## src/rtl/seg_count_bcd_display.sv

```systemverilog
// Binary count to two 7-segment digits: iterative double-dabble (one bit per clock),
// then a single encode cycle that updates both digits and the overflow flag together.
module seg_count_bcd_display #(
   parameter int COUNT_WIDTH        = 8,
   parameter bit BLANK_LEADING_ZERO = 1'b0
) (
   input  logic                   i_Clk,
   input  logic                   i_Rst_L,
   input  logic [COUNT_WIDTH-1:0] i_Count,
   output logic [6:0]             o_Segment1,
   output logic [6:0]             o_Segment2,
   output logic                   o_Busy,
   output logic                   o_Overflow
);

   localparam logic [1:0] IDLE   = 2'd0;
   localparam logic [1:0] SHIFT  = 2'd1;
   localparam logic [1:0] ENCODE = 2'd2;

   localparam logic [3:0] LAST_ITER = 4'(COUNT_WIDTH - 1);
   localparam logic [6:0] SEG_ZERO  = 7'b1111110;

   logic [1:0]             state;
   logic                   valid;
   logic [COUNT_WIDTH-1:0] bin;
   logic [COUNT_WIDTH-1:0] last;
   logic [11:0]            bcd;
   logic [11:0]            adj;
   logic [3:0]             iter;

   function automatic logic [6:0] enc(input logic [3:0] d);
      case (d)
         4'd0:    enc = 7'b1111110;
         4'd1:    enc = 7'b0110000;
         4'd2:    enc = 7'b1101101;
         4'd3:    enc = 7'b1111001;
         4'd4:    enc = 7'b0110011;
         4'd5:    enc = 7'b1011011;
         4'd6:    enc = 7'b1011111;
         4'd7:    enc = 7'b1110000;
         4'd8:    enc = 7'b1111111;
         4'd9:    enc = 7'b1111011;
         default: enc = 7'b0000001;
      endcase
   endfunction

   // Add-3 correction applied to every nibble before the shift of the same iteration.
   always_comb begin
      adj = bcd;
      for (int i = 0; i < 3; i++) begin
         if (bcd[i*4 +: 4] >= 4'd5) adj[i*4 +: 4] = bcd[i*4 +: 4] + 4'd3;
      end
   end

   always_ff @(posedge i_Clk or negedge i_Rst_L) begin
      if (!i_Rst_L) begin
         state      <= IDLE;
         valid      <= 1'b0;
         bin        <= '0;
         last       <= '0;
         bcd        <= '0;
         iter       <= '0;
         o_Segment1 <= SEG_ZERO;
         o_Segment2 <= SEG_ZERO;
         o_Busy     <= 1'b0;
         o_Overflow <= 1'b0;
      end else begin
         case (state)
            IDLE: begin
               if (!valid || (i_Count != last)) begin
                  bin    <= i_Count;
                  last   <= i_Count;
                  bcd    <= '0;
                  iter   <= '0;
                  o_Busy <= 1'b1;
                  state  <= SHIFT;
               end
            end
            SHIFT: begin
               bcd  <= {adj[10:0], bin[COUNT_WIDTH-1]};
               bin  <= {bin[COUNT_WIDTH-2:0], 1'b0};
               iter <= iter + 4'd1;
               if (iter == LAST_ITER) state <= ENCODE;
            end
            ENCODE: begin
               o_Segment2 <= enc(bcd[3:0]);
               if (BLANK_LEADING_ZERO && (bcd[7:4] == 4'd0)) o_Segment1 <= 7'b0000000;
               else                                          o_Segment1 <= enc(bcd[7:4]);
               o_Overflow <= (bcd[11:8] != 4'd0);
               valid      <= 1'b1;
               o_Busy     <= 1'b0;
               state      <= IDLE;
            end
            default: state <= IDLE;
         endcase
      end
   end

endmodule
```

## config.mk

```make
export PLATFORM = sky130hd
export DESIGN_NAME = seg_count_bcd_display
export DESIGN_NICKNAME = d
export VERILOG_FILES = /design/src/rtl/seg_count_bcd_display.sv
export SDC_FILE = /design/constraint.sdc
export NUM_CORES = 1
export LEC_CHECK = 0
export ABC_AREA = 1
export ABC_CLOCK_PERIOD_IN_PS = 4320
export CORE_MARGIN = 2
export CORE_UTILIZATION = 50
export DETAILED_ROUTE_END_ITERATION = 16
export GPL_TIMING_DRIVEN = 0
export PLACE_DENSITY = 0.76
export RECOVER_POWER = 50
export SKIP_CTS_REPAIR_TIMING = 1
export SLEW_MARGIN = 20
export SYNTH_ARGS = -nofsm -noshare
export SYNTH_HDL_FRONTEND = slang
export SYNTH_SLANG_ARGS = --single-unit
```

## constraint.sdc

```tcl
create_clock -name i_Clk -period 4.32 [get_ports i_Clk]
set_clock_uncertainty 0.1 [all_clocks]
set_input_delay 1.08 -clock i_Clk [delete_from_list [all_inputs] [get_ports i_Clk]]
set_output_delay 1.08 -clock i_Clk [all_outputs]
set_load 0.1 [all_outputs]
```

==> results.txt, run 1 <==
- Critical path startpoint category: flop
- Across the run, the number of max-cap violations was 0.
- Clock latency on the worst-skew pair, taken at its later pin, is 300 ps.
- Setup repair after global routing left no endpoint under its margin.
* Number of levels in the clock H-tree: 2
- The tree is rooted in a sky130_fd_sc_hd__clkbuf_8.
- 1st-iter DRT viols: 96
* DIE WIDTH: 78.8 um
- The signal on the critical path passes through clkdlybuf4s50_1.
- For this run, the total global-route usage over all layers was measured as 0.197.
- Synthesis produced a netlist with a net count of between 300 and 400.
- Final weighted congestion in routability-driven placement: 0.872
- Clock tree from TritonCTS: yes
- Via count: 2,344
* Type of the tightest min-delay check: flop to flop
* Overflow left after global routing: 0
- Ports: 26
* Required time of the critical path: 3140 ps
- Detailed placement finished with a half-perimeter wire length of 3920 um.
- Max Clock Freq: 318 MHz
* Average detailed-routed wire length per instance: 12.5 um
* Area Overhead vs Synth: 15.2%
* Total length of routed wires: 5620 um
* Result of the run: finished clean
- Dividing the detail-routed via count by the number of cells gives 5.20.
- On the worst path, the slowest cell contributes a delay of 1120 ps.
- Top_reg_cell synth: sky130_fd_sc_hd__dfrtp_1
- The count of pins over their slew limit is 0.
* Sequential cell area fraction in the yosys report: 0.461
* Number of instances in the synthesized netlist: 346
- DRC violations left: 0
- Initial DRT Pass Iterations: 4
- Final setup vio count: 0
* Number of antenna violations at the first check in global routing: 0
- The synthesized design contains 51 register bits.
- CP endpoint kind: primary output
* Slew at the pin closest to its max-slew limit: 963 ps
- # fillers: 522
* Clock transition at path regs: ~90 ps
- Inserted Clock Buffers: 5
* Fraction of layout cells with a size suffix above 1: 0.100
* Standard-cell rows: 27
- Fraction of registers with async set/reset: 1.00
- Number of global-route vias before repair: 2,184
* Antenna viol nets, final: 0
- Counting along the longest clock path gives a buffer depth of 2.
- Final-report hold violation count: 0
* Port buffer count: 25
- The first global-routing pass estimated 9780 um of wire.
- The number of different library cells used by synthesis comes to 30.
* Count of buffer and inverter cells on the critical path: 1
- In this run the register-to-register setup slack is 2490 ps.
* CP top delay family: buffers and inverters
- Post-layout nets: 406
- Measured against its own limit, the worst slew margin works out to 0.356.
- Shortest clock period the worst path allows after layout: ~3100 ps
* Number of synthesized flops with an enable pin: 0
- The cell area that synthesis handed to floorplanning was 2800 sq um.
- Area of the core region: 5470 sq um
- Largest net degree at the start of global routing: 52
- Area of the die: around 6200 sq um
* Die Y: 78.8 um
- At the worst endpoint, the arrival time is 1970 ps.
- Share of the clock period used by the worst path: 0.729
- The critical path is of the flop to primary output type.
- Among all stages on the critical path, the largest delay is contributed by sky130_fd_sc_hd__clkdlybuf4s50_1.
* Diode insertion count for antenna repair: 0
- The initial utilization of the core area, before any placement, comes to 0.512.
* Yosys warning total: 0
- Each instance of the synthesized netlist takes up on average 8.09 sq um.
- After routing, the total negative slack on setup checks comes to 0 ps.
- Worst-path maximum fanout: 2
- Clk sink count: 51
-- synth_stat cells, types with 3 or more instances --
cell type | instances | area [sq um]
sky130_fd_sc_hd__a21oi_1 | 22 | 110
sky130_fd_sc_hd__buf_2 | 6 | 30.0
sky130_fd_sc_hd__buf_6 | 4 | 45.0
sky130_fd_sc_hd__clkbuf_1 | 3 | 11.3
sky130_fd_sc_hd__dfrtp_1 | 39 | 976
sky130_fd_sc_hd__dfstp_2 | 12 | 315
sky130_fd_sc_hd__ha_1 | 18 | 225
sky130_fd_sc_hd__inv_1 | 38 | 143
sky130_fd_sc_hd__nand2_1 | 86 | 323
sky130_fd_sc_hd__nand3_1 | 33 | 165
sky130_fd_sc_hd__nor2_1 | 25 | 93.8
sky130_fd_sc_hd__nor3_1 | 3 | 15.0
sky130_fd_sc_hd__o211ai_1 | 4 | 30.0
sky130_fd_sc_hd__o21ai_0 | 28 | 140
sky130_fd_sc_hd__or2_2 | 3 | 18.8
-- cell families after synthesis --
logic type / Yosys count / synth area share
buffers and inverters: 54 / 0.0871
and+or+nand+nor: 158 / 0.243
AOI/OAI and AO/OA: 63 / 0.122
xor gates and xnor gates: 2 / 0.00626
adders and majority gates: 18 / 0.0804
DFF: 51 / 0.461
-- sequential cells by signal (all words and copies together) (netlist names) --
| register | count |
|---|---|
| o_Busy | 1 |
| o_Segment1 | 7 |
| state | 2 |
| o_Overflow | 1 |
| valid | 1 |
| iter | 4 |
| o_Segment2 | 7 |
| last | 8 |
| bcd | 12 |
| bin | 8 |
-- final cells by class --
cell class              count  area [sq um]  area share
repair buffers             25           248      0.0768
plain buffers              14          91.3      0.0283
flip-flops and latches     51          1290       0.400
well taps                  72          90.1      0.0279
inverters                  40           150      0.0465
multi-input cells         241          1250       0.389
clock buffers               8           100      0.0310
-- cells in the final DEF, fill, tap and decap left out --
master / n
sky130_fd_sc_hd__a31oi_1: 2
sky130_fd_sc_hd__buf_6: 4
sky130_fd_sc_hd__inv_2: 2
sky130_fd_sc_hd__xor2_1: 2
sky130_fd_sc_hd__o31ai_1: 2
sky130_fd_sc_hd__or2_2: 3
sky130_fd_sc_hd__o21ai_0: 28
sky130_fd_sc_hd__buf_2: 4
sky130_fd_sc_hd__clkbuf_1: 6
sky130_fd_sc_hd__nand4_1: 2
sky130_fd_sc_hd__dfrtp_1: 39
sky130_fd_sc_hd__a211oi_1: 1
sky130_fd_sc_hd__nand2_4: 1
sky130_fd_sc_hd__nor3_1: 3
sky130_fd_sc_hd__nand3_1: 33
sky130_fd_sc_hd__dfstp_2: 12
sky130_fd_sc_hd__a41oi_1: 1
sky130_fd_sc_hd__a21oi_1: 22
sky130_fd_sc_hd__nand2_1: 87
sky130_fd_sc_hd__o211ai_1: 4
sky130_fd_sc_hd__clkdlybuf4s50_1: 24
sky130_fd_sc_hd__nand2_2: 1
sky130_fd_sc_hd__nand3_2: 1
sky130_fd_sc_hd__nor2_1: 26
sky130_fd_sc_hd__inv_1: 38
sky130_fd_sc_hd__o22a_1: 1
sky130_fd_sc_hd__o21ai_1: 2
sky130_fd_sc_hd__nor2_2: 1
sky130_fd_sc_hd__ha_1: 18
sky130_fd_sc_hd__buf_4: 2
sky130_fd_sc_hd__clkbuf_8: 7
-- per-layer routing --
layer  global-route usage  wire length [um]  vias up  part of all wire
met4               0.0517                70        0             0.012
met5                    0                 0        -                 0
met2                0.348              2730       51              0.49
met1                0.250              2590     1102              0.46
met3               0.0375               227        9             0.040
li1                     -                 -     1182                 -
-- final timing paths --
| kind | startpoint | end | cells past startpoint |
|---|---|---|---|
| max | o_Segment1[4] | o_Segment1[4] | 1 |
| min | valid | valid | 2 |
| max reg2reg | state[0] | o_Segment2[3] | 5 |
| min reg2reg | valid | valid | 2 |
| max in group asynchronous | i_Rst_L | last[5] | 1 |
| min in group asynchronous | i_Rst_L | o_Segment1[0] | 1 |
-- metrics by stage --
step | cell area (sq um) | setup slack [ps] | std cells | util | hold WS, ps
6_report | 3230 | 1170 | 451 | 0.589 | 357
5_1_grt | 3230 | 1120 | 451 | 0.589 | 377
4_1_cts | 3240 | 1150 | 451 | 0.592 | 364
3_5_place_dp | 3140 | 1500 | 443 | 0.573 | 340
3_3_place_gp | 3140 | 576 | 443 | 0.574 | 340
2_1_floorplan | 2800 | 2240 | 346 | - | 322
Power of run 1 is not shown: default switching activity piles up to over one toggle a cycle in this logic, so the estimate is an artifact.
==> inputs of run 2 (changes only) <==
--- a/config.mk
+++ b/config.mk
@@ -6,7 +6,7 @@
 export NUM_CORES = 1
 export LEC_CHECK = 0
 export ABC_AREA = 1
-export ABC_CLOCK_PERIOD_IN_PS = 4320
+export ABC_CLOCK_PERIOD_IN_PS = 2900
 export CORE_MARGIN = 2
 export CORE_UTILIZATION = 50
 export DETAILED_ROUTE_END_ITERATION = 16
==> constraint.sdc (replaced) <==
create_clock -name i_Clk -period 2.9 [get_ports i_Clk]
set_clock_uncertainty 0.1 [all_clocks]
set_input_delay 0.725 -clock i_Clk [delete_from_list [all_inputs] [get_ports i_Clk]]
set_output_delay 0.725 -clock i_Clk [all_outputs]
set_load 0.1 [all_outputs]
==> run 2 against run 1 <==
Net effect: die area did not move; sequential share of layout area barely moved; via count is the same; cell count is the same; register-to-register slack worse by 1400 ps; clock-buffer cell count is the same; non-clock buffer count unchanged.
==> results.txt, run 2 (synthesized netlist as in run 1, its figures left out) <==
- The clock input transition at the sequential cells of the worst setup and hold paths was 90 ps (about the same).
- Final standard cell area without fillers: 3220 sq um (was 3230 sq um)
* DRC violations left: 0 (unchanged)
- Average detailed-routed wire length per instance: 12.5 um (about the same)
- The sum of negative setup slack came to 0 ps (unchanged).
* Overflow left after global routing: 0 (unchanged)
- Die Y: 78.8 um (unchanged)
* Max Clock Freq: 358 MHz
- The max capacitance violation total is 0 (unchanged).
* Area of the core region: 5470 sq um (unchanged)
- The antenna cell count was 0 (unchanged).
- The number of sinks driven by the clock tree is 51 (unchanged).
* Share of the clock period used by the worst path: 0.963
- Worst-path maximum fanout: 2 (unchanged)
* CTS max path bufs: 2 (unchanged)
- Final weighted congestion in routability-driven placement: 0.872 (unchanged)
- The commonest non-fill, non-tap cell in the layout was sky130_fd_sc_hd__nand2_1 (unchanged).
- The critical path class is flop to primary output (unchanged).
- The ratio of cells with drive above 1 in the final layout is 0.100 (unchanged).
* Area Overhead vs Synth: 15.1% (was 15.2%)
- The category of the worst setup path launch point is a flop (unchanged).
- The most flop-heavy register was bcd (unchanged).
- The number of H-tree levels came to 2 (unchanged).
- The global-route usage over all layers was 0.197 (unchanged).
* Post-detail-place hpwl: 3920 um (unchanged)
- The endpoint type of the worst setup path is a primary output (unchanged).
- The final layout net count came to 406 (unchanged).
- Largest net degree at the start of global routing: 52 (unchanged)
- The remaining number of nets flagged by the antenna check after routing is 0 (unchanged).
- List of cells traversed by the critical path: clkdlybuf4s50_1 (unchanged)
- The family of cells with the greatest summed delay on the critical path is buffers and inverters (unchanged).
- The die width came to 78.8 um (unchanged).
- Max reg flops: 12 (unchanged)
* Commonest cells after routing, fill and taps aside: sky130_fd_sc_hd__nand2_1 (87), sky130_fd_sc_hd__dfrtp_1 (39), sky130_fd_sc_hd__inv_1 (38), sky130_fd_sc_hd__nand3_1 (33), sky130_fd_sc_hd__o21ai_0 (28) (unchanged)
* Max-slew violations: 0 (unchanged)
* Source-to-sink clock delay at the later pin of the worst-skew pair: 300 ps (about the same)
- Area of the die: 6210 sq um (unchanged)
- The clock tree from TritonCTS is yes (unchanged).
- Initial DRT Pass Iterations: 4 (unchanged)
- The final setup violation count was 0 (unchanged).
- The number of failing hold endpoints at the final stage was 0 (unchanged).
- Critical-path top delay cell: sky130_fd_sc_hd__clkdlybuf4s50_1 (unchanged)
* Shortest clock period the worst path allows after layout: 2790 ps
- The data arrival time at the worst-slack endpoint was 1970 ps (about the same).
- Initial standard-cell utilization of the core: 0.512 (unchanged)
* Root buffer selected by CTS: sky130_fd_sc_hd__clkbuf_8 (unchanged)
- Delay of the slowest critical-path stage: 1120 ps (about the same)
- Biggest regs: bcd (12), bin (8), last (8) (unchanged)
* First-pass GRT wire length: 9780 um (unchanged)
- The detailed-route via count was 2,344 (unchanged).
* Result of the run: finished clean (unchanged)
* Inserted Clock Buffers: 5 (unchanged)
- The via density per instance was 5.20 (unchanged).
* 1st-iter DRT viols: 96 (unchanged)
- The boundary pin count came to 26 (unchanged).
* Setup repair after global routing missed its margin: false (unchanged)
- Number of antenna violations at the first check in global routing: 0 (unchanged)
* Type of the tightest min-delay check: flop to flop (unchanged)
- Standard-cell rows: 27 (unchanged)
* Slew at the pin closest to its max-slew limit: 1260 ps (was 963 ps)
- Required time of the critical path: 2080 ps (was 3140 ps)
- The total buffers and inverters traversed by the critical path is 1 (unchanged).
* Number of global-route vias before repair: 2,184 (unchanged)
- The total of buffers placed on input and output ports was 25 (unchanged).
- The relative max-transition margin came to 0.163 (was 0.356).
- Area post-placement: 3140 sq um (unchanged)
* Total length of routed wires: 5620 um (about the same)
## run 2: changes by cell type in the layout (fill, tap and decap cells not counted), sizes merged
cell | before | now
clkbuf | 13 | 14
buf | 10 | 9
## run 2: worst reg2reg max path, delay by kind of cell (launching register included)
kind            cells  cell delay (ps)
flops               1              400
buf+inv             2              390
simple gates        2              750
compound gates      1              120
## run 2: worst paths after layout
kind	from	to	slack [ps]	cells past startpoint
max in group asynchronous	i_Rst_L	last[5]	1360	1
worst min register to register	valid	valid	360	2
worst max register to register	state[0]	o_Segment2[3]	1070	5
worst max-delay path	o_Segment1[4]	o_Segment1[4]	110	1
worst min-delay path	valid	valid	360	2
min in group asynchronous	i_Rst_L	o_Segment1[0]	570	1
## run 2: per-stage QoR
step / utilization / worst slack [ps] / cells / hold WS (ps)
after floorplan: - / 1180 / 346 / 322
after global placement: 0.574 / -489 / 443 / 340
after detailed placement: 0.573 / 436 / 443 / 340
after CTS: 0.592 / 88.8 / 451 / 362
after global routing: 0.589 / 59.8 / 451 / 377
final: 0.589 / 106 / 451 / 357
## run 2: final cells by class
cell class	instances	area [sq um]
multi-input combinational	241	1250
sequential	51	1290
fill	522	2250
tap	72	90.1
timing repair buffer	25	245
inverter	40	150
clock buffer	8	100
buffer	14	91.3
## run 2: routing by layer
| layer | global-route usage | up-vias | routed length [um] |
|---|---|---|---|
| li1 | - | 1182 | - |
| met3 | 0.0375 | 9 | 227 |
| met2 | 0.348 | 51 | 2730 |
| met5 | 0 | - | 0 |
| met4 | 0.0517 | 0 | 70 |
| met1 | 0.250 | 1102 | 2590 |
Power of run 2 is left out for the same reason.
==> inputs of run 3 (changes only) <==
--- a/config.mk
+++ b/config.mk
@@ -11,7 +11,7 @@
 export CORE_UTILIZATION = 50
 export DETAILED_ROUTE_END_ITERATION = 16
 export GPL_TIMING_DRIVEN = 0
-export PLACE_DENSITY = 0.76
+export PLACE_DENSITY_LB_ADDON = 0.15
 export RECOVER_POWER = 50
 export SKIP_CTS_REPAIR_TIMING = 1
 export SLEW_MARGIN = 20
==> run 3 against run 2 <==
Net effect: sequential cell count did not move; setup slack improved by 1.8 ps; non-clock buffer count did not move; register-to-register slack got worse by 30 ps; critical endpoint is now o_Segment2[5]; global-route usage rose by 0.25 points; hold slack improved by 11 ps; largest cell class unchanged; die area did not move; via count fell by 1.1%; design area did not move; first-iteration DRC count rose by 1.0%.
==> results.txt, run 3 (synthesized netlist as in run 1, its figures left out) <==
- Fraction of layout cells with a size suffix above 1: 0.100 (unchanged)
- The start point of the worst min-delay path is valid (unchanged).
* Clock tree from TritonCTS: yes (unchanged)
- Area of the core region: 5470 sq um (unchanged)
- The highest-delay cell along the critical path was sky130_fd_sc_hd__clkdlybuf4s50_1 (unchanged).
- The total of buffers placed on input and output ports was 25 (unchanged).
- Area occupied by multi-input gates: 1250 sq um (unchanged)
- Post-detail-place hpwl: 3870 um (was 3920 um)
* Cell depth of the worst flop-to-flop path: 5 (unchanged)
- Global-route usage over all layers: 0.200 (was 0.197)
- Initial DRT Pass Iterations: 4 (unchanged)
- The number of filler instances in the final layout is 509 (was 522).
* Number of levels in the clock H-tree: 2 (unchanged)
- Largest net degree at the start of global routing: 52 (unchanged)
- Number of global-route vias before repair: 2,209 (was 2,184)
- The largest fanout of any net on the critical path came to 2 (unchanged).
* CP endpoint kind: primary output (unchanged)
- Number of antenna violations at the first check in global routing: 0 (unchanged)
- The number of failing hold endpoints at the final stage was 0 (unchanged).
- The cell at the root of the clock tree is sky130_fd_sc_hd__clkbuf_8 (unchanged).
- Count of buffer and inverter cells on the critical path: 1 (unchanged)
- The family of cells with the greatest summed delay on the critical path is buffers and inverters (unchanged).
- Area Overhead vs Synth: 15.1% (unchanged)
- The pre-CTS worst setup slack was 441 ps (was 436 ps).
- The count of pins over their slew limit is 0 (unchanged).
- The initial cell density of the core came to 0.512 (unchanged).
- Clock transition at path regs: 90 ps (about the same)
- The remaining number of nets flagged by the antenna check after routing came to 0 (unchanged).
- The final layout net count is 406 (unchanged).
- Source-to-sink clock delay at the later pin of the worst-skew pair: 300 ps (about the same)
- DRC violations left: 0 (unchanged)
- The slack of the critical path is 108 ps (was 106 ps).
- The final routed wirelength across all metal layers came to 5570 um (was 5620 um).
* Count of max-cap constraint violations: 0 (unchanged)
- Setup repair after global routing missed its margin: false (unchanged).
- The final setup violation count came to 0 (unchanged).
- The endpoint of the lowest-slack register-to-register path is o_Segment2[3] (unchanged).
- Shortest clock period the worst path allows after layout: 2790 ps (about the same)
- The worst hold-check slack came to 368 ps (was 357 ps).
- Max Clock Freq: 358 MHz (about the same)
- Ports: 26 (unchanged)
- The post-detailed-route wirelength per cell was 12.4 um (was 12.5 um).
- Type of the tightest min-delay check: flop to flop (unchanged)
- Hold endpoint: valid (unchanged)
- Delay of the slowest critical-path stage: 1120 ps (about the same)
- Commonest cells after routing, fill and taps aside: sky130_fd_sc_hd__nand2_1 (87), sky130_fd_sc_hd__dfrtp_1 (39), sky130_fd_sc_hd__inv_1 (38), sky130_fd_sc_hd__nand3_1 (33), sky130_fd_sc_hd__o21ai_0 (28) (unchanged)
- The final worst-path cycle share came to 0.963 (about the same).
* Diode insertion count for antenna repair: 0 (unchanged)
- The origin of the critical flop-to-flop path is state[0] (unchanged).
* Clk sink count: 51 (unchanged)
- The chip height is 78.8 um (unchanged).
- Commonest non-fill, non-tap cell in the layout: sky130_fd_sc_hd__nand2_1 (unchanged)
- CTS max path bufs: 2 (unchanged)
- The die width was 78.8 um (unchanged).
- Reg with most FFs: bcd (unchanged)
- The wire length of the first global-routing pass is 9840 um (was 9780 um).
- The last weighted congestion value of the routability-driven placer came to 0.846 (was 0.872).
- Biggest regs: bcd (12), bin (8), last (8) (unchanged).
* Max reg flops: 12 (unchanged)
* Worst hold path cell count: 2 (unchanged)
- Slew at the pin closest to its max-slew limit: 1250 ps (was 1260 ps)
- Result of the run: finished clean (unchanged).
* Sequential standard cell area: 1290 sq um (unchanged)
- Vias per cell: 5.14 (was 5.20)
- Required time of the critical path: 2080 ps (about the same)
- The category of the worst setup path launch point is a flop (unchanged).
- The relative max-transition margin is 0.166 (was 0.163).
- Area of the die: 6210 sq um (unchanged)
- Standard-cell rows: 27 (unchanged)
- Post-Route Setup TNS: 0 ps (unchanged)
* Overflow left after global routing: 0 (unchanged)
- List of cells traversed by the critical path: clkdlybuf4s50_1 (unchanged).
- 1st-iter DRT viols: 97 (was 96)
- Via count: 2,318 (was 2,344)
- The setup slack of the worst register-to-register path came to 1040 ps (was 1070 ps).
- Critical Setup Path Class: flop to primary output (unchanged)
- The data arrival time at the worst-slack endpoint is 1970 ps (about the same).
- Inserted Clock Buffers: 5 (unchanged)
==> run 3: metal layers <==
layer,part of all wire,global-route usage
met5,0,0
met4,0.0048,0.0638
met3,0.032,0.0443
met2,0.48,0.339
met1,0.48,0.255
==> run 3: worst min-delay path, delay by kind of cell, from the launching register on <==
kind | cells | cell delay [ps]
DFF | 1 | 330
buffers and inverters | 1 | 50
and+or+nand+nor | 1 | 50
==> run 3: worst max-delay path by stage <==
stage,start,end,slack (ps),cells after the start
2_1_floorplan,o_Overflow,o_Overflow,1180,0
3_3_place_gp,i_Rst_L,iter[1],-550,1
3_5_place_dp,o_Segment1[2],o_Segment1[2],440,1
4_1_cts,o_Segment2[5],o_Segment2[5],90,1
5_1_grt,o_Segment2[2],o_Segment2[2],60,1
6_report,o_Segment2[5],o_Segment2[5],110,1
==> run 3: through the flow <==
stage,std cells,cell area [sq um],utilization
floorplan,346,2800,-
global placement,443,3140,0.574
detailed placement,443,3140,0.573
CTS,451,3240,0.592
global route,451,3220,0.589
finish,451,3220,0.589
==> run 3: cell type report <==
class | count | area share
buffer | 14 | 0.0283
clock buffer | 8 | 0.0311
inverter | 40 | 0.0466
multi-input combinational | 241 | 0.389
sequential | 51 | 0.401
tap | 72 | 0.0280
timing repair buffer | 25 | 0.0761
Power of run 3 is left out for the same reason.
